## src/rtl/spi_frame_sequencer_if.sv

```systemverilog
// FIFO read port, SPI pins and read-response bundle of the frame sequencer.
interface spi_frame_sequencer_if #(
    parameter int unsigned DATA_WIDTH = 41
);
    logic                  fifo_empty;
    logic [DATA_WIDTH-1:0] fifo_rd_data;
    logic                  fifo_rd_en;
    logic                  spi_sclk;
    logic                  spi_cs_n;
    logic                  spi_mosi;
    logic                  spi_miso;
    logic                  rsp_valid;
    logic [7:0]            rsp_addr;
    logic [31:0]           rsp_data;

    // Sequencer side.
    modport master (
        input  fifo_empty, fifo_rd_data, spi_miso,
        output fifo_rd_en, spi_sclk, spi_cs_n, spi_mosi, rsp_valid, rsp_addr, rsp_data
    );

    // FIFO / SPI slave / response consumer side.
    modport slave (
        output fifo_empty, fifo_rd_data, spi_miso,
        input  fifo_rd_en, spi_sclk, spi_cs_n, spi_mosi, rsp_valid, rsp_addr, rsp_data
    );
endinterface

```

## src/rtl/spi_frame_sequencer.sv

```systemverilog
// Read-side command FIFO sequencer: pops one 41-bit entry per frame and
// serialises it as an SPI mode-0 frame; read commands return 32 MISO bits.
module spi_frame_sequencer #(
    parameter int unsigned DATA_WIDTH = 41,
    parameter int unsigned CLK_DIV    = 2,
    parameter int unsigned CS_GAP     = 2
) (
    input  logic                  rd_clk,
    input  logic                  rd_rst_n,
    input  logic                  enable,
    spi_frame_sequencer_if.master bus,
    output logic                  busy,
    output logic [15:0]           frame_cnt
);
    typedef enum logic [2:0] {IDLE, POP, LOAD, SETUP, SHIFT, HOLD, GAP} state_t;

    localparam logic [7:0] DIV_LAST  = 8'(CLK_DIV - 1);
    localparam logic [7:0] GAP_LAST  = 8'(CS_GAP - 1);
    localparam logic [6:0] HALF_LAST = 7'd81;   // 41 bits x 2 SCLK halves
    localparam logic [5:0] CMD_BITS  = 6'd9;    // rw + addr, not captured from MISO

    state_t                state;
    state_t                state_next;
    logic [7:0]            div_cnt;
    logic [6:0]            half_cnt;
    logic [DATA_WIDTH-1:0] shreg;      // bits still to be sent after the one on mosi
    logic                  rw_q;
    logic [7:0]            addr_q;
    logic [31:0]           rx_shreg;
    logic                  sclk_q;
    logic                  cs_n_q;
    logic                  mosi_q;
    logic                  rsp_valid_q;
    logic [7:0]            rsp_addr_q;
    logic [31:0]           rsp_data_q;
    logic                  div_last;

    assign div_last       = (div_cnt == DIV_LAST);
    assign busy           = (state != IDLE);
    assign bus.fifo_rd_en = (state == POP);
    assign bus.spi_sclk   = sclk_q;
    assign bus.spi_cs_n   = cs_n_q;
    assign bus.spi_mosi   = mosi_q;
    assign bus.rsp_valid  = rsp_valid_q;
    assign bus.rsp_addr   = rsp_addr_q;
    assign bus.rsp_data   = rsp_data_q;

    // State register.
    always_ff @(posedge rd_clk or negedge rd_rst_n) begin
        if (!rd_rst_n) state <= IDLE;
        else           state <= state_next;
    end

    // Next-state decode; enable and fifo_empty only matter in IDLE.
    always_comb begin
        state_next = state;
        case (state)
            IDLE:    if (enable && !bus.fifo_empty) state_next = POP;
            POP:     state_next = LOAD;
            LOAD:    state_next = SETUP;
            SETUP:   if (div_last) state_next = SHIFT;
            SHIFT:   if (div_last && half_cnt == HALF_LAST) state_next = HOLD;
            HOLD:    if (div_last) state_next = GAP;
            GAP:     if (div_cnt == GAP_LAST) state_next = IDLE;
            default: state_next = IDLE;
        endcase
    end

    // Phase timers: div_cnt times each phase and each SCLK half, half_cnt indexes halves.
    always_ff @(posedge rd_clk or negedge rd_rst_n) begin
        if (!rd_rst_n) begin
            div_cnt  <= '0;
            half_cnt <= '0;
        end else begin
            if (state_next != state || state == IDLE || (state == SHIFT && div_last))
                div_cnt <= '0;
            else
                div_cnt <= div_cnt + 8'd1;
            if (state == LOAD)
                half_cnt <= '0;
            else if (state == SHIFT && div_last)
                half_cnt <= half_cnt + 7'd1;
        end
    end

    // SPI pin flops and the transmit/receive shift registers.
    always_ff @(posedge rd_clk or negedge rd_rst_n) begin
        if (!rd_rst_n) begin
            sclk_q   <= 1'b0;
            cs_n_q   <= 1'b1;
            mosi_q   <= 1'b0;
            shreg    <= '0;
            rw_q     <= 1'b0;
            addr_q   <= '0;
            rx_shreg <= '0;
        end else begin
            cs_n_q <= !(state_next inside {SETUP, SHIFT, HOLD});
            case (state)
                LOAD: begin
                    rw_q   <= bus.fifo_rd_data[DATA_WIDTH-1];
                    addr_q <= bus.fifo_rd_data[DATA_WIDTH-2 -: 8];
                    mosi_q <= bus.fifo_rd_data[DATA_WIDTH-1];
                    // Pre-shifted by one: bit 40 is already on mosi. Reads send zero data.
                    if (bus.fifo_rd_data[DATA_WIDTH-1])
                        shreg <= {bus.fifo_rd_data[DATA_WIDTH-2:0], 1'b0};
                    else
                        shreg <= {bus.fifo_rd_data[DATA_WIDTH-2:32], 33'h0};
                end
                SHIFT: begin
                    if (div_last) begin
                        if (!half_cnt[0]) begin
                            sclk_q <= 1'b1;
                            if (half_cnt[6:1] >= CMD_BITS)
                                rx_shreg <= {rx_shreg[30:0], bus.spi_miso};
                        end else begin
                            sclk_q <= 1'b0;
                            if (half_cnt != HALF_LAST) begin
                                mosi_q <= shreg[DATA_WIDTH-1];
                                shreg  <= {shreg[DATA_WIDTH-2:0], 1'b0};
                            end
                        end
                    end
                end
                HOLD: if (div_last) mosi_q <= 1'b0;
                default: ;
            endcase
        end
    end

    // Frame completion: count every frame, publish read responses.
    always_ff @(posedge rd_clk or negedge rd_rst_n) begin
        if (!rd_rst_n) begin
            rsp_valid_q <= 1'b0;
            rsp_addr_q  <= '0;
            rsp_data_q  <= '0;
            frame_cnt   <= '0;
        end else begin
            rsp_valid_q <= 1'b0;
            if (state == HOLD && div_last) begin
                frame_cnt <= frame_cnt + 16'd1;
                if (!rw_q) begin
                    rsp_valid_q <= 1'b1;
                    rsp_addr_q  <= addr_q;
                    rsp_data_q  <= rx_shreg;
                end
            end
        end
    end
endmodule

```

## src/flat_wrapper.sv

```systemverilog
// flat-port wrapper written by rule: the top's interface ports become plain ports
module spi_frame_sequencer_flat 
#(
    parameter int unsigned DATA_WIDTH = 41,
    parameter int unsigned CLK_DIV    = 2,
    parameter int unsigned CS_GAP     = 2
)
  (rd_clk, rd_rst_n, enable, busy, frame_cnt, bus_fifo_empty, bus_fifo_rd_data, bus_spi_miso, bus_fifo_rd_en, bus_spi_sclk, bus_spi_cs_n, bus_spi_mosi, bus_rsp_valid, bus_rsp_addr, bus_rsp_data);
  spi_frame_sequencer_if #(.DATA_WIDTH(DATA_WIDTH)) bus_i ();
  input  logic rd_clk;
  input  logic rd_rst_n;
  input  logic enable;
  output logic busy;
  output logic [15:0] frame_cnt;
  input wire logic [$bits(bus_i.fifo_empty)-1:0] bus_fifo_empty;
  input wire logic [$bits(bus_i.fifo_rd_data)-1:0] bus_fifo_rd_data;
  input wire logic [$bits(bus_i.spi_miso)-1:0] bus_spi_miso;
  output wire logic [$bits(bus_i.fifo_rd_en)-1:0] bus_fifo_rd_en;
  output wire logic [$bits(bus_i.spi_sclk)-1:0] bus_spi_sclk;
  output wire logic [$bits(bus_i.spi_cs_n)-1:0] bus_spi_cs_n;
  output wire logic [$bits(bus_i.spi_mosi)-1:0] bus_spi_mosi;
  output wire logic [$bits(bus_i.rsp_valid)-1:0] bus_rsp_valid;
  output wire logic [$bits(bus_i.rsp_addr)-1:0] bus_rsp_addr;
  output wire logic [$bits(bus_i.rsp_data)-1:0] bus_rsp_data;
  assign bus_i.fifo_empty = bus_fifo_empty;
  assign bus_i.fifo_rd_data = bus_fifo_rd_data;
  assign bus_i.spi_miso = bus_spi_miso;
  assign bus_fifo_rd_en = bus_i.fifo_rd_en;
  assign bus_spi_sclk = bus_i.spi_sclk;
  assign bus_spi_cs_n = bus_i.spi_cs_n;
  assign bus_spi_mosi = bus_i.spi_mosi;
  assign bus_rsp_valid = bus_i.rsp_valid;
  assign bus_rsp_addr = bus_i.rsp_addr;
  assign bus_rsp_data = bus_i.rsp_data;
  spi_frame_sequencer #(.DATA_WIDTH(DATA_WIDTH), .CLK_DIV(CLK_DIV), .CS_GAP(CS_GAP)) u_core (.rd_clk(rd_clk), .rd_rst_n(rd_rst_n), .enable(enable), .bus(bus_i), .busy(busy), .frame_cnt(frame_cnt));
endmodule
```

## config.mk

```make
export PLATFORM = sky130hd
export DESIGN_NAME = spi_frame_sequencer_flat
export DESIGN_NICKNAME = d
export VERILOG_FILES = /design/src/rtl/spi_frame_sequencer_if.sv /design/src/rtl/spi_frame_sequencer.sv /design/src/flat_wrapper.sv
export SDC_FILE = /design/constraint.sdc
export NUM_CORES = 1
export LEC_CHECK = 0
export ABC_AREA = 0
export ABC_CLOCK_PERIOD_IN_PS = 3550
export CORE_ASPECT_RATIO = 1.1
export CORE_UTILIZATION = 31
export CTS_BUF_LIST = sky130_fd_sc_hd__clkbuf_16
export CTS_CLUSTER_DIAMETER = 40
export DETAILED_ROUTE_END_ITERATION = 10
export PLACE_DENSITY = 0.61
export SYNTH_ARGS = -nofsm -noshare
export SYNTH_HDL_FRONTEND = slang
export SYNTH_SLANG_ARGS = --single-unit
```

## constraint.sdc

```tcl
create_clock -name rd_clk -period 3.55 [get_ports rd_clk]
set_input_delay 0.71 -clock rd_clk [delete_from_list [all_inputs] [get_ports rd_clk]]
set_output_delay 0.71 -clock rd_clk [all_outputs]
set_load 0.01 [all_outputs]
```

==> results list <==
- In the synthesized netlist the async set-or-reset flop fraction comes to 100.0%.
- Initial antenna violation count: 0
* Hold-fix buffer count after cts: 0
- Routed wire per std cell: 14.70 um
- The congestion estimate from routability-driven global placement came to 0.7698.
- Setup repair after global routing missed its margin: false
* Critical path data required time: 2840 ps
- From bottom edge to top edge, the die measures 157.7 um.
- The repair_antennas step left the layout with diodes totalling 0.
- Setup total negative slack on the finished layout was measured at 0 ps.
- The detailed router placed 4380 vias in this run.
* Power per cell area: 430.5 nW/um^2
* Number of enable-type register cells in the synthesized netlist: 0
* Maxcap violations: 0
- Core box area: 21440 um^2
* CTS resizes: 0
- Maximum number of pins on one net before global-route repair: 96
- The worst setup path is launched from a flop.
- The number of setup buffers added after CTS is 0.
- Final Hold Violating Endpoints: 0
- Total routed wirelength: 13.73 mm
* Synth Instances: 528
- For this run the aggregate overflow at the end of global routing stands at 0.
- Destination of the worst register-to-register timing path: u_core.bus.rsp_addr[4]
* Critical path class: flop to output port
* Number of global-route vias before repair: 4480
- Count of input and output buffers: 107
- Highest fanout seen on the critical path: 16
- Detailed router's first-iteration violation count: 225
* Post-detailed-route via-to-cell ratio: 4.690
- Counting the buffers created by CTS gives 17.
- Setup violation total in the final timing report: 0
* First-pass GRT wire length: 22.94 mm
- The startpoint identified for the worst register-to-register timing path is u_core.div_cnt[5].
- Distinct cell type count after synthesis: 46
- In this run the clock root is driven by a sky130_fd_sc_hd__clkbuf_16.
* VDD IR max: 0.2923 mV
* Dominant synthesized flop cell: sky130_fd_sc_hd__dfrtp_1
* Clock slew at the register clock pins of the worst setup and hold paths: 70 ps
- Run status: finished clean
* Detailed-router iteration count before antenna repair: 4
* Mean cell area of the mapped netlist: 12.94 um^2
- Commonest cells after routing, fill and taps aside: sky130_fd_sc_hd__dfrtp_1, sky130_fd_sc_hd__clkdlybuf4s50_1, sky130_fd_sc_hd__nand2_1
- Dpl hpwl: 9.427 mm
- The floorplan step defined a die boundary enclosing 22640 um^2.
* Top-level I/O count: 108
- In the finished design, the share of the clock period the worst path needs comes to 80.59%.
- Post-layout net count: 682
- DRC Markers: 0
- Clock Sinks: 159
- Counting every net in the synthesized netlist gives 579.
* Hold Slack: 375.6 ps
- Buffers from clock root to sink, at most: 2
* Maximum achievable frequency: 349.5 MHz
* Synth Register Bits: 159
- Die width: 143.6 um
* Most common cell after layout, fill and taps aside: sky130_fd_sc_hd__dfrtp_1
- TritonCTS built the clock tree.
* Arrival time of data at the critical path endpoint: 2150 ps
- In this run the worst hold path is classified as input pin to asynchronous set/reset pin.
* Ratio of cells with drive above 1 in the final layout: 19.41%
- Once detail routing completed, the nets flagged for antenna violations numbered 0.
- Number of cells on the worst reg-to-reg path: 5
- Transition time of the tightest slew-check pin: 928.4 ps
- The share of the Yosys chip area taken by registers is 58.25%.
* Reg-to-reg setup timing slack: 830 ps
- Warnings from Yosys: 0
- Overall Global Routing Usage: 12.97%
- Number of slew-limit violations in the final report: 0
- The worst setup path is captured at an output port.
- At the later pin of the worst-skew pair, clock insertion delay measures 420 ps.
- Placement Rows: 56
* Initial Util: 31.87%
- Launching element of the worst setup path: u_core.state[0]
- Syn-to-layout area delta: 28.04%
* Static leakage: 4.118 nW
- After layout, the minimum clock period comes to 2861 ps.
- Worst clock skew on the final layout: 10.19 ps
- The clock tree synthesis step divided the H-tree into 4 levels.
- Netlist area before placement: 6833 um^2
- In this run the tightest slew margin relative to its limit is 37.91%.
## power by group
group,internal [mW],switching [mW]
sequential,1.83,0.0142
clock,0.947,0.850
combinational,0.0647,0.0559
## flip-flops by register name, indices dropped and copies added, names as in the netlist
signal and count:
u_core.bus.spi_sclk 1, u_core.rx_shreg 32, u_core.bus.spi_mosi 1, u_core.div_cnt 8, u_core.bus.rsp_data 32, u_core.frame_cnt 16, u_core.shreg 40, u_core.half_cnt 7
u_core.bus.rsp_valid 1, u_core.rw_q 1, u_core.bus.rsp_addr 8, u_core.state 3, u_core.addr_q 8, u_core.bus.spi_cs_n 1
## cells in the mapped netlist (3+ instances only)
cell | instances | area share [%]
sky130_fd_sc_hd__mux2_2 | 33 | 5.4
sky130_fd_sc_hd__inv_1 | 14 | 0.77
sky130_fd_sc_hd__a221o_1 | 32 | 4.7
sky130_fd_sc_hd__a21oi_1 | 13 | 0.95
sky130_fd_sc_hd__xor2_1 | 17 | 2.2
sky130_fd_sc_hd__nor3_1 | 3 | 0.22
sky130_fd_sc_hd__nand2_1 | 42 | 2.3
sky130_fd_sc_hd__and3_1 | 36 | 3.3
sky130_fd_sc_hd__xnor2_1 | 10 | 1.3
sky130_fd_sc_hd__nand4_1 | 9 | 0.82
sky130_fd_sc_hd__buf_12 | 4 | 1.2
sky130_fd_sc_hd__o21ai_0 | 9 | 0.66
sky130_fd_sc_hd__nor2_1 | 29 | 1.6
sky130_fd_sc_hd__mux2_4 | 39 | 8.6
sky130_fd_sc_hd__nand3_1 | 12 | 0.88
sky130_fd_sc_hd__o22ai_1 | 8 | 0.73
sky130_fd_sc_hd__dfrtp_1 | 158 | 58
sky130_fd_sc_hd__ha_1 | 5 | 0.92
sky130_fd_sc_hd__clkbuf_1 | 15 | 0.82
sky130_fd_sc_hd__buf_4 | 4 | 0.44
sky130_fd_sc_hd__buf_2 | 7 | 0.51
## metal layers
metal / global-route usage, % / part of all wire (%)
met3: 4.507 / 6.7
met2: 19.35 / 45
met1: 17.42 / 47
met5: 0 / 0
met4: 4.357 / 1.3
## layout make-up
| type | instances | area [um^2] |
|---|---|---|
| clock buffers | 17 | 425.4 |
| inverters | 14 | 52.55 |
| well taps | 290 | 362.8 |
| clock inverters | 15 | 168.9 |
| repair buffers | 116 | 1165 |
| multi-input cells | 323 | 2594 |
| fillers | 2040 | 12690 |
| flip-flops and latches | 159 | 3980 |
## stage by stage
step                instances  worst slack (ps)  power [mW]  utilization (%)  cell area (um^2)
detailed placement        902             821.6       2.007            38.03              8154
finish                    934             689.1       3.766            40.80              8748
floorplan                 528              1076       1.905                -              6833
global route              934             488.2       3.913            40.80              8748
global placement          902             871.0       2.003            38.03              8154
CTS                       934             654.4       3.823            40.80              8748
## kinds of logic (layout without fill, tap and decap cells)
group,after synthesis,count (layout),synth area share [%]
and+or+nand+nor,150,150,11.54
AOI/OAI and AO/OA,68,68,7.728
xor gates and xnor gates,27,27,3.461
muxes,73,73,14.17
DFF,159,159,58.25
buffers and inverters,46,162,3.937
adders and majority gates,5,5,0.9156
## critical path: stages (launching register included)
cell	delay (ps)
sky130_fd_sc_hd__dfrtp_1	630
sky130_fd_sc_hd__inv_1	260
sky130_fd_sc_hd__nor3_1	230
sky130_fd_sc_hd__clkdlybuf4s50_1	610
## worst max-delay path by stage
stage	end	slack, ps	cells past startpoint
global route	bus_fifo_rd_en	490	3
CTS	bus_fifo_rd_en	650	3
finish	bus_fifo_rd_en	690	3
floorplan	u_core.bus.rsp_addr[5]	1080	9
detailed placement	u_core.bus.rsp_addr[4]	820	5
global placement	u_core.bus.rsp_addr[4]	870	5
Note: power is estimated with default switching activity, not from simulation.
